===== src/rtl/dmem_pkg.sv =====
// -----------------------------------------------------------------------------
// dmem_pkg
// Shared constants for the data-memory arbiter:
//   - default address/data widths
//   - requester port indices (CPU = 0, debug/DMA loader = 1)
//   - width and type of the anti-starvation counter
// -----------------------------------------------------------------------------
package dmem_pkg;

  localparam int AW_DEF   = 32;
  localparam int DW_DEF   = 32;

  localparam int PORT_CPU = 0;
  localparam int PORT_DMA = 1;
  localparam int NPORTS   = 2;

  localparam int CNT_W    = 4;
  typedef logic [CNT_W-1:0] cnt_t;

endpackage


===== src/rtl/rr_starve_ctr.sv =====
// -----------------------------------------------------------------------------
// rr_starve_ctr
// Two-port fixed-priority arbiter (CPU first) with an anti-starvation counter
// that forces a grant to the DMA port after MAX_CONSEC contended CPU wins.
// Ports:
//   clk, rst_n  : clock, asynchronous active-low reset
//   i_req_cpu   : CPU request
//   i_req_dma   : DMA/debug request
//   o_gnt_cpu   : CPU grant (combinational, forced low during reset)
//   o_gnt_dma   : DMA grant (combinational, forced low during reset)
// -----------------------------------------------------------------------------
module rr_starve_ctr
  import dmem_pkg::*;
#(
  parameter int MAX_CONSEC = 3
) (
  input  logic clk,
  input  logic rst_n,
  input  logic i_req_cpu,
  input  logic i_req_dma,
  output logic o_gnt_cpu,
  output logic o_gnt_dma
);

  localparam cnt_t MAXC = cnt_t'(MAX_CONSEC);

  cnt_t r_cnt;
  logic w_force_dma;

  // Once the CPU has won MAXC contended cycles the DMA port takes the slot.
  // MAX_CONSEC = 0 therefore hands the DMA port every contended cycle.
  assign w_force_dma = (r_cnt >= MAXC);

  // Grants are gated by rst_n so nothing reaches memory while reset is held.
  assign o_gnt_dma = rst_n & i_req_dma & (~i_req_cpu | w_force_dma);
  assign o_gnt_cpu = rst_n & i_req_cpu & ~o_gnt_dma;

  always_ff @(posedge clk or negedge rst_n) begin
    if (!rst_n) begin
      r_cnt <= '0;
    end else if (!i_req_dma || o_gnt_dma) begin
      r_cnt <= '0;
    end else if (o_gnt_cpu && (r_cnt < MAXC)) begin
      r_cnt <= r_cnt + cnt_t'(1);
    end
  end

endmodule


===== src/rtl/dmem_arbiter.sv =====
// -----------------------------------------------------------------------------
// dmem_arbiter
// Shares one single-port data memory between the CPU load/store path (port 0)
// and a debug/DMA loader (port 1). CPU has priority; the DMA port is guaranteed
// a slot after MAX_CONSEC contended cycles. Reads return one cycle after grant.
// Ports:
//   clk, rst_n                       : clock, asynchronous active-low reset
//   m0_req/we/addr/wdata             : CPU request
//   m0_gnt, m0_stall                 : CPU accepted / CPU must hold PC
//   m0_rvalid, m0_rdata              : CPU registered read response
//   m1_req/we/addr/wdata             : DMA request
//   m1_gnt, m1_rvalid, m1_rdata      : DMA grant and registered read response
//   mem_addr/mem_wdata/mem_we        : memory drive (from granted port)
//   mem_dout                         : memory combinational read data
// -----------------------------------------------------------------------------
module dmem_arbiter
  import dmem_pkg::*;
#(
  parameter int AW         = AW_DEF,
  parameter int DW         = DW_DEF,
  parameter int MAX_CONSEC = 3
) (
  input  logic          clk,
  input  logic          rst_n,
  input  logic          m0_req,
  input  logic          m0_we,
  input  logic [AW-1:0] m0_addr,
  input  logic [DW-1:0] m0_wdata,
  output logic          m0_gnt,
  output logic          m0_stall,
  output logic          m0_rvalid,
  output logic [DW-1:0] m0_rdata,
  input  logic          m1_req,
  input  logic          m1_we,
  input  logic [AW-1:0] m1_addr,
  input  logic [DW-1:0] m1_wdata,
  output logic          m1_gnt,
  output logic          m1_rvalid,
  output logic [DW-1:0] m1_rdata,
  output logic [AW-1:0] mem_addr,
  output logic [DW-1:0] mem_wdata,
  output logic          mem_we,
  input  logic [DW-1:0] mem_dout
);

  logic [NPORTS-1:0] w_gnt;
  logic              w_rd0;
  logic              w_rd1;

  rr_starve_ctr #(
    .MAX_CONSEC (MAX_CONSEC)
  ) u_arb (
    .clk       (clk),
    .rst_n     (rst_n),
    .i_req_cpu (m0_req),
    .i_req_dma (m1_req),
    .o_gnt_cpu (w_gnt[PORT_CPU]),
    .o_gnt_dma (w_gnt[PORT_DMA])
  );

  assign m0_gnt   = w_gnt[PORT_CPU];
  assign m1_gnt   = w_gnt[PORT_DMA];
  assign m0_stall = m0_req & ~m0_gnt;

  // Idle bus is driven to zero so memory sees no stray write or address.
  always_comb begin
    mem_addr  = '0;
    mem_wdata = '0;
    mem_we    = 1'b0;
    if (w_gnt[PORT_CPU]) begin
      mem_addr  = m0_addr;
      mem_wdata = m0_wdata;
      mem_we    = m0_we;
    end else if (w_gnt[PORT_DMA]) begin
      mem_addr  = m1_addr;
      mem_wdata = m1_wdata;
      mem_we    = m1_we;
    end
  end

  assign w_rd0 = m0_gnt & ~m0_we;
  assign w_rd1 = m1_gnt & ~m1_we;

  // Response registers: rvalid follows each read grant by one cycle, rdata
  // holds between responses. Reset drops any read in flight.
  always_ff @(posedge clk or negedge rst_n) begin
    if (!rst_n) begin
      m0_rvalid <= 1'b0;
      m0_rdata  <= '0;
      m1_rvalid <= 1'b0;
      m1_rdata  <= '0;
    end else begin
      m0_rvalid <= w_rd0;
      m1_rvalid <= w_rd1;
      if (w_rd0) begin
        m0_rdata <= mem_dout;
      end
      if (w_rd1) begin
        m1_rdata <= mem_dout;
      end
    end
  end

endmodule


===== config.mk =====
export PLATFORM = sky130hd
export DESIGN_NAME = dmem_arbiter
export DESIGN_NICKNAME = d
export VERILOG_FILES = /design/src/rtl/dmem_pkg.sv /design/src/rtl/rr_starve_ctr.sv /design/src/rtl/dmem_arbiter.sv
export SDC_FILE = /design/constraint.sdc
export NUM_CORES = 1
export LEC_CHECK = 0
export ABC_CLOCK_PERIOD_IN_PS = 4700
export BUFFER_PORTS_ARGS = -buffer_cell sky130_fd_sc_hd__buf_2
export CORE_AREA = 2 2 115 117
export DETAILED_ROUTE_END_ITERATION = 10
export DIE_AREA = 0 0 117 119
export PLACE_DENSITY = 0.67
export REMOVE_ABC_BUFFERS = 1
export SLEW_MARGIN = 40
export SYNTH_ARGS = -nofsm -noshare
export SYNTH_HDL_FRONTEND = slang
export SYNTH_SLANG_ARGS = --single-unit

===== constraint.sdc =====
create_clock -name clk -period 4.7 [get_ports clk]
set_input_delay 0 -clock clk [delete_from_list [all_inputs] [get_ports clk]]
set_output_delay 0 -clock clk [all_outputs]
set_load 0.02 [all_outputs]

# Yosys cells after proc, flatten, opt, wreduce, memory -nomap -nowiden
# Cells that the tools add are included.
# totals
register_bits	70
latch_bits	0
ramBits	0
mem_bits_ro	0
inputBits	166
output_inout_bits	134
wordCells	33
mem_count	0
# classes
addsub	1
multipliers	0
div_mod_pow	0
magnitude_cmp	2
n_eq_ne	0
shifts	0
n_mux	8
bitwise_logic	13
n_reduce_logical	4
# ops
op	count
two-way mux 32 bit	4
two-way mux 4 bit	2
bitwise AND 1 bit	7
NOT 1 bit	5
adder 4 x 1 -> 4 bit, second input constant	1
greater-or-equal comparator 4 x 2 -> 1 bit, second input constant	1
less-than comparator 4 x 2 -> 1 bit, second input constant	1
two-way mux 1 bit	2
nonzero test 2 bit	1
logical AND 1 bit	1
zero test 1 bit	1
logical OR 1 bit	1
bitwise OR 1 bit	1

# Longest topological paths before layout
# logic_depth
word_depth	8
mapped_depth	6
mapped_depth_nobuf	4

# Hierarchy
# Synthesis repeated with hierarchy kept, for this count alone.
# unflattened
hier_cells	243
area_unflattened_um2	3425.8
# by_module_without_submodules
mod	instances	cells_each	area_each_um2	seq_area_each_um2
dmem_arbiter	1	227	3235.6	1651.6
rr_starve_ctr	1	16	190.2	100.1

# Least setup slack after synthesis
# No wires, ideal clock.
# synth_timing
path_kind	flip-flop to output port
startpoint	register u_arb.r_cnt[0]
endpoint	output port mem_addr[22]
arrival_ps	1757
required_time_ps	4700
setup_slack_ps	2943
path_stages_with_launch	6
n_path_buf	1
path_cell_list	dfrtp_1 ha_1 o31a_1 nor2_1 clkbuf_1 a22o_1
# synth_between
elab_chain_len	6
elab_cells_between_ends	7
cone_classes	order compare (1); mux (2); bitwise (4)
# synth_rtl
item	line	text
start, declared	rr_starve_ctr.sv:27	cnt_t r_cnt;
start signal, assigned	rr_starve_ctr.sv:44	r_cnt <= r_cnt + cnt_t'(1);
greater-or-equal comparator 4 x 2 -> 1 bit	rr_starve_ctr.sv:32	assign w_force_dma = (r_cnt >= MAXC);
bitwise OR 1 bit	rr_starve_ctr.sv:35	assign o_gnt_dma = rst_n & i_req_dma & (~i_req_cpu | w_force_dma);
bitwise AND 1 bit	rr_starve_ctr.sv:35	
NOT 1 bit	rr_starve_ctr.sv:36	assign o_gnt_cpu = rst_n & i_req_cpu & ~o_gnt_dma;
bitwise AND 1 bit	rr_starve_ctr.sv:36	
named net m0_gnt	dmem_arbiter.sv:29	output logic m0_gnt,
two-way mux 32 bit	dmem_arbiter.sv:70	if (w_gnt[PORT_CPU]) begin
end, declared	dmem_arbiter.sv:40	output logic [AW-1:0] mem_addr,
# The timed path passes the listed nets, and every way through them passes these cells.

# Final worst setup path
# layout_timing
startpoint	register u_arb.r_cnt[0]
endpoint	output port mem_wdata[8]
# layout_between
elab_chain_len	6
elab_cells_between_ends	7
cone_classes	order compare (1); mux (2); bitwise (4)
# layout_rtl
item	line	text
greater-or-equal comparator 4 x 2 -> 1 bit *	rr_starve_ctr.sv:32	
bitwise OR 1 bit *	rr_starve_ctr.sv:35	
bitwise AND 1 bit *	rr_starve_ctr.sv:35	
NOT 1 bit	rr_starve_ctr.sv:36	
bitwise AND 1 bit	rr_starve_ctr.sv:36	
two-way mux 32 bit *	dmem_arbiter.sv:70	
end, declared	dmem_arbiter.sv:41	output logic [DW-1:0] mem_wdata,
# Every way passes the cells marked *; elsewhere a longest branch is shown, timed or not.

==> results.json <==
{
  "worst_setup_path_end_kind": "primary output",
  "vias_per_cell": 4.670,
  "drt_wl_total_mm": 14.50,
  "outcome": "complete, no violations",
  "min_path_type": "primary input to flop",
  "final_cell_area_mm2": 0.005643,
  "hold_viol_final": 0,
  "core_region_area_mm2": 0.01287,
  "ys_seq_area_frac": 0.5307,
  "drive_gt1_frac": 0.6737,
  "worst_setup_path_start_kind": "flop",
  "boundaryPins": 300,
  "ys_ff_latch": 70,
  "netlist-cell-type-count": 21,
  "post-route-min-period_ps": 2724,
  "route.detailed.drc": 0,
  "max_slew_margin": 0.5634,
  "grt_use_total": 0.1974,
  "worstPathArrival_ps": 2720,
  "die_w_um": 117,
  "synth.top_cells.by_area": "dfrtp_1 53%, mux2_2 21%, a22o_1 17%, buf_2 1.4%, buf_4 1.4%",
  "syn_area_mm2": 0.003301,
  "htreeDepth": 3,
  "yosys_warnings": 0,
  "drtAntennaViolNets": 0,
  "rows": 42,
  "grt-ovfl-total": 0,
  "final_common_cell": "buf_2",
  "critPathMaxFanout": 44,
  "p_leak_nw": 2.978,
  "p_per_area_mw_per_mm2": 382.0,
  "root_buffer": "clkbuf_16",
  "syn_area_per_cell_um2": 13.93,
  "crit_buf_inv": 2,
  "maxSlewViolCount": 0,
  "critPathMaxStageDelay_ps": 510,
  "grt_max_degree": 77,
  "drtIter0Drc": 145,
  "die_height_um": 119,
  "period_share": 0.5796,
  "syn_inst": 237,
  "clk_pin_slew_ps": 50,
  "die_area_mm2": 0.01392,
  "finalSetupTns_ps": 0,
  "wl_per_cell_um": 19.35,
  "critPathSlowestCell": "buf_4",
  "worst_pin_slew_ps": 654.9,
  "grt_pass1_vias": 3546,
  "cp_data_required_time_ps": 4700,
  "fillers": 1259,
  "hpwlAfterDp_mm": 11.21,
  "initial_core_util": 0.2564,
  "cts_tree": "done",
  "skew_ps": 5.646,
  "place_area_mm2": 0.004971,
  "setup_viol_count_final": 0,
  "num_vias": 3498,
  "dr.pass1.iters": 4,
  "synth_area_leader_cell": "dfrtp_1",
  "numCtsBuffers": 9,
  "rsz0062_at_grt": "false",
  "grt_pass1_wl_mm": 20.08,
  "cap_viol_max_count": 0,
  "syn2layout_area_growth_pct": 70.96,
  "worstSkewPairLatency_ps": 320,
  "ir_drop_mv": 0.2661,
  "critPathTopFamily": "buffers and inverters",
  "crit_type": "flop to primary output",
  "antenna_found_initial": 5,
  "mostFrequentLayoutCells": "298 x buf_2, 70 x dfrtp_1, 65 x a22o_1",
  "cts-resized-gates": 0,
  "post-synth-top-area-fraction": 0.5307,
  "gp_congestion": 0.9870,
  "portBuffers": 299,
  "max_clock_freq_mhz": 367.1,
  "clkSinkCount": 70,
  "fin_nets": 733,
  "path_cells": "ha_1, o31a_1, nor2_4, buf_4, a22o_1, buf_2",
  "clock_path_buffers": 2
}
-- area by class of cell --
cell class / instances / area [µm²] / area share
repair buffers: 338 / 1881 / 0.3333
flip-flops and latches: 70 / 1752 / 0.3104
multi-input cells: 147 / 1459 / 0.2585
clock buffers: 12 / 256.5 / 0.04545
well taps: 176 / 220.2 / 0.03902
clock inverters: 3 / 67.56 / 0.01197
diodes: 3 / 7.507 / 0.001330
-- through the flow --
stage               worst slack (ps)  power, mW  utilization  cells  hold WS, ps
floorplan                      886.9      1.127            -    217       -295.6
global placement                2414      1.405       0.3858    697        231.2
detailed placement              2316      1.418       0.3861    697        206.6
CTS                             1959      2.182       0.4377    746        36.43
global route                    1852      2.264       0.4377    746        62.22
finish                          1976      2.156       0.4383    749        46.55
-- Yosys cell counts --
cell type / number
a21oi_1: 1
ha_1: 1
nand2_1: 2
mux2_1: 3
dfrtp_1: 70
nor2_1: 1
mux2_2: 61
nand4_1: 1
o31a_1: 1
nor2b_1: 1
nand2b_1: 2
a22o_1: 65
a21boi_0: 2
a211oi_4: 1
clkbuf_1: 5
nor3_4: 1
and3b_1: 2
nor3_2: 1
buf_4: 6
nand4b_1: 1
buf_2: 9
-- metal layers --
| layer | vias up | global-route usage | wire length [µm] |
|---|---|---|---|
| met3 | 22 | 0.09160 | 1785 |
| met1 | 1701 | 0.2360 | 5736 |
| met4 | 2 | 0.05441 | 276 |
| met5 | - | 0 | 11 |
| li1 | 1574 | - | - |
| met2 | 199 | 0.3179 | 6686 |
-- worst register-to-register path, delay by kind of cell (launching register included) --
kind / cells / cell delay (ps)
AND/OR/NAND/NOR: 1 / 130
adder cells (fa/ha/maj): 1 / 230
multiplexers: 1 / 450
AO/OA/AOI/OAI: 1 / 320
buffers and inverters: 1 / 420
flip-flops: 1 / 390
-- state kept, by name, indices dropped and copies added (netlist names) --
register     cells
m0_rdata        32
m1_rdata        32
u_arb.r_cnt      4
m0_rvalid        1
m1_rvalid        1
-- kinds of logic (layout without fill, tap and decap cells) --
kind of cell,Yosys count,in the layout,share of synthesized area
compound gates,70,70,0.1873
flops,70,70,0.5307
buf+inv,20,353,0.03298
mux,64,64,0.2183
simple gates,12,12,0.02692
fa+ha+maj,1,1,0.003790
other cells,0,3,0
-- report_power, final --
part / internal (mW) / switching, mW / total [mW]
clock: 0.490 / 0.236 / 0.726
combinational: 0.281 / 0.373 / 0.654
sequential: 0.718 / 0.0582 / 0.776
-- timing repair --
action | 4_1_cts | 5_1_grt
hold buffers | 34 | 0
setup buffers | 0 | 0
setup endpoints to repair | 0 | 0
hold endpoints to repair | 137 | 0
-- path summary, 6_finish.rpt --
path                                     start        endpoint  slack [ps]  depth (start not counted)
worst max register to register  u_arb.r_cnt[0]     m0_rdata[3]        2650                          5
min in group asynchronous                rst_n  u_arb.r_cnt[1]         360                          3
max in group asynchronous                rst_n    m1_rdata[29]        3870                          3
worst min-delay path                    m0_req  u_arb.r_cnt[1]          50                          3
worst min register to register    m0_rdata[21]    m0_rdata[21]         490                          1
worst max-delay path            u_arb.r_cnt[0]    mem_wdata[8]        1980                          6
Power figures use the tool's default switching activity.
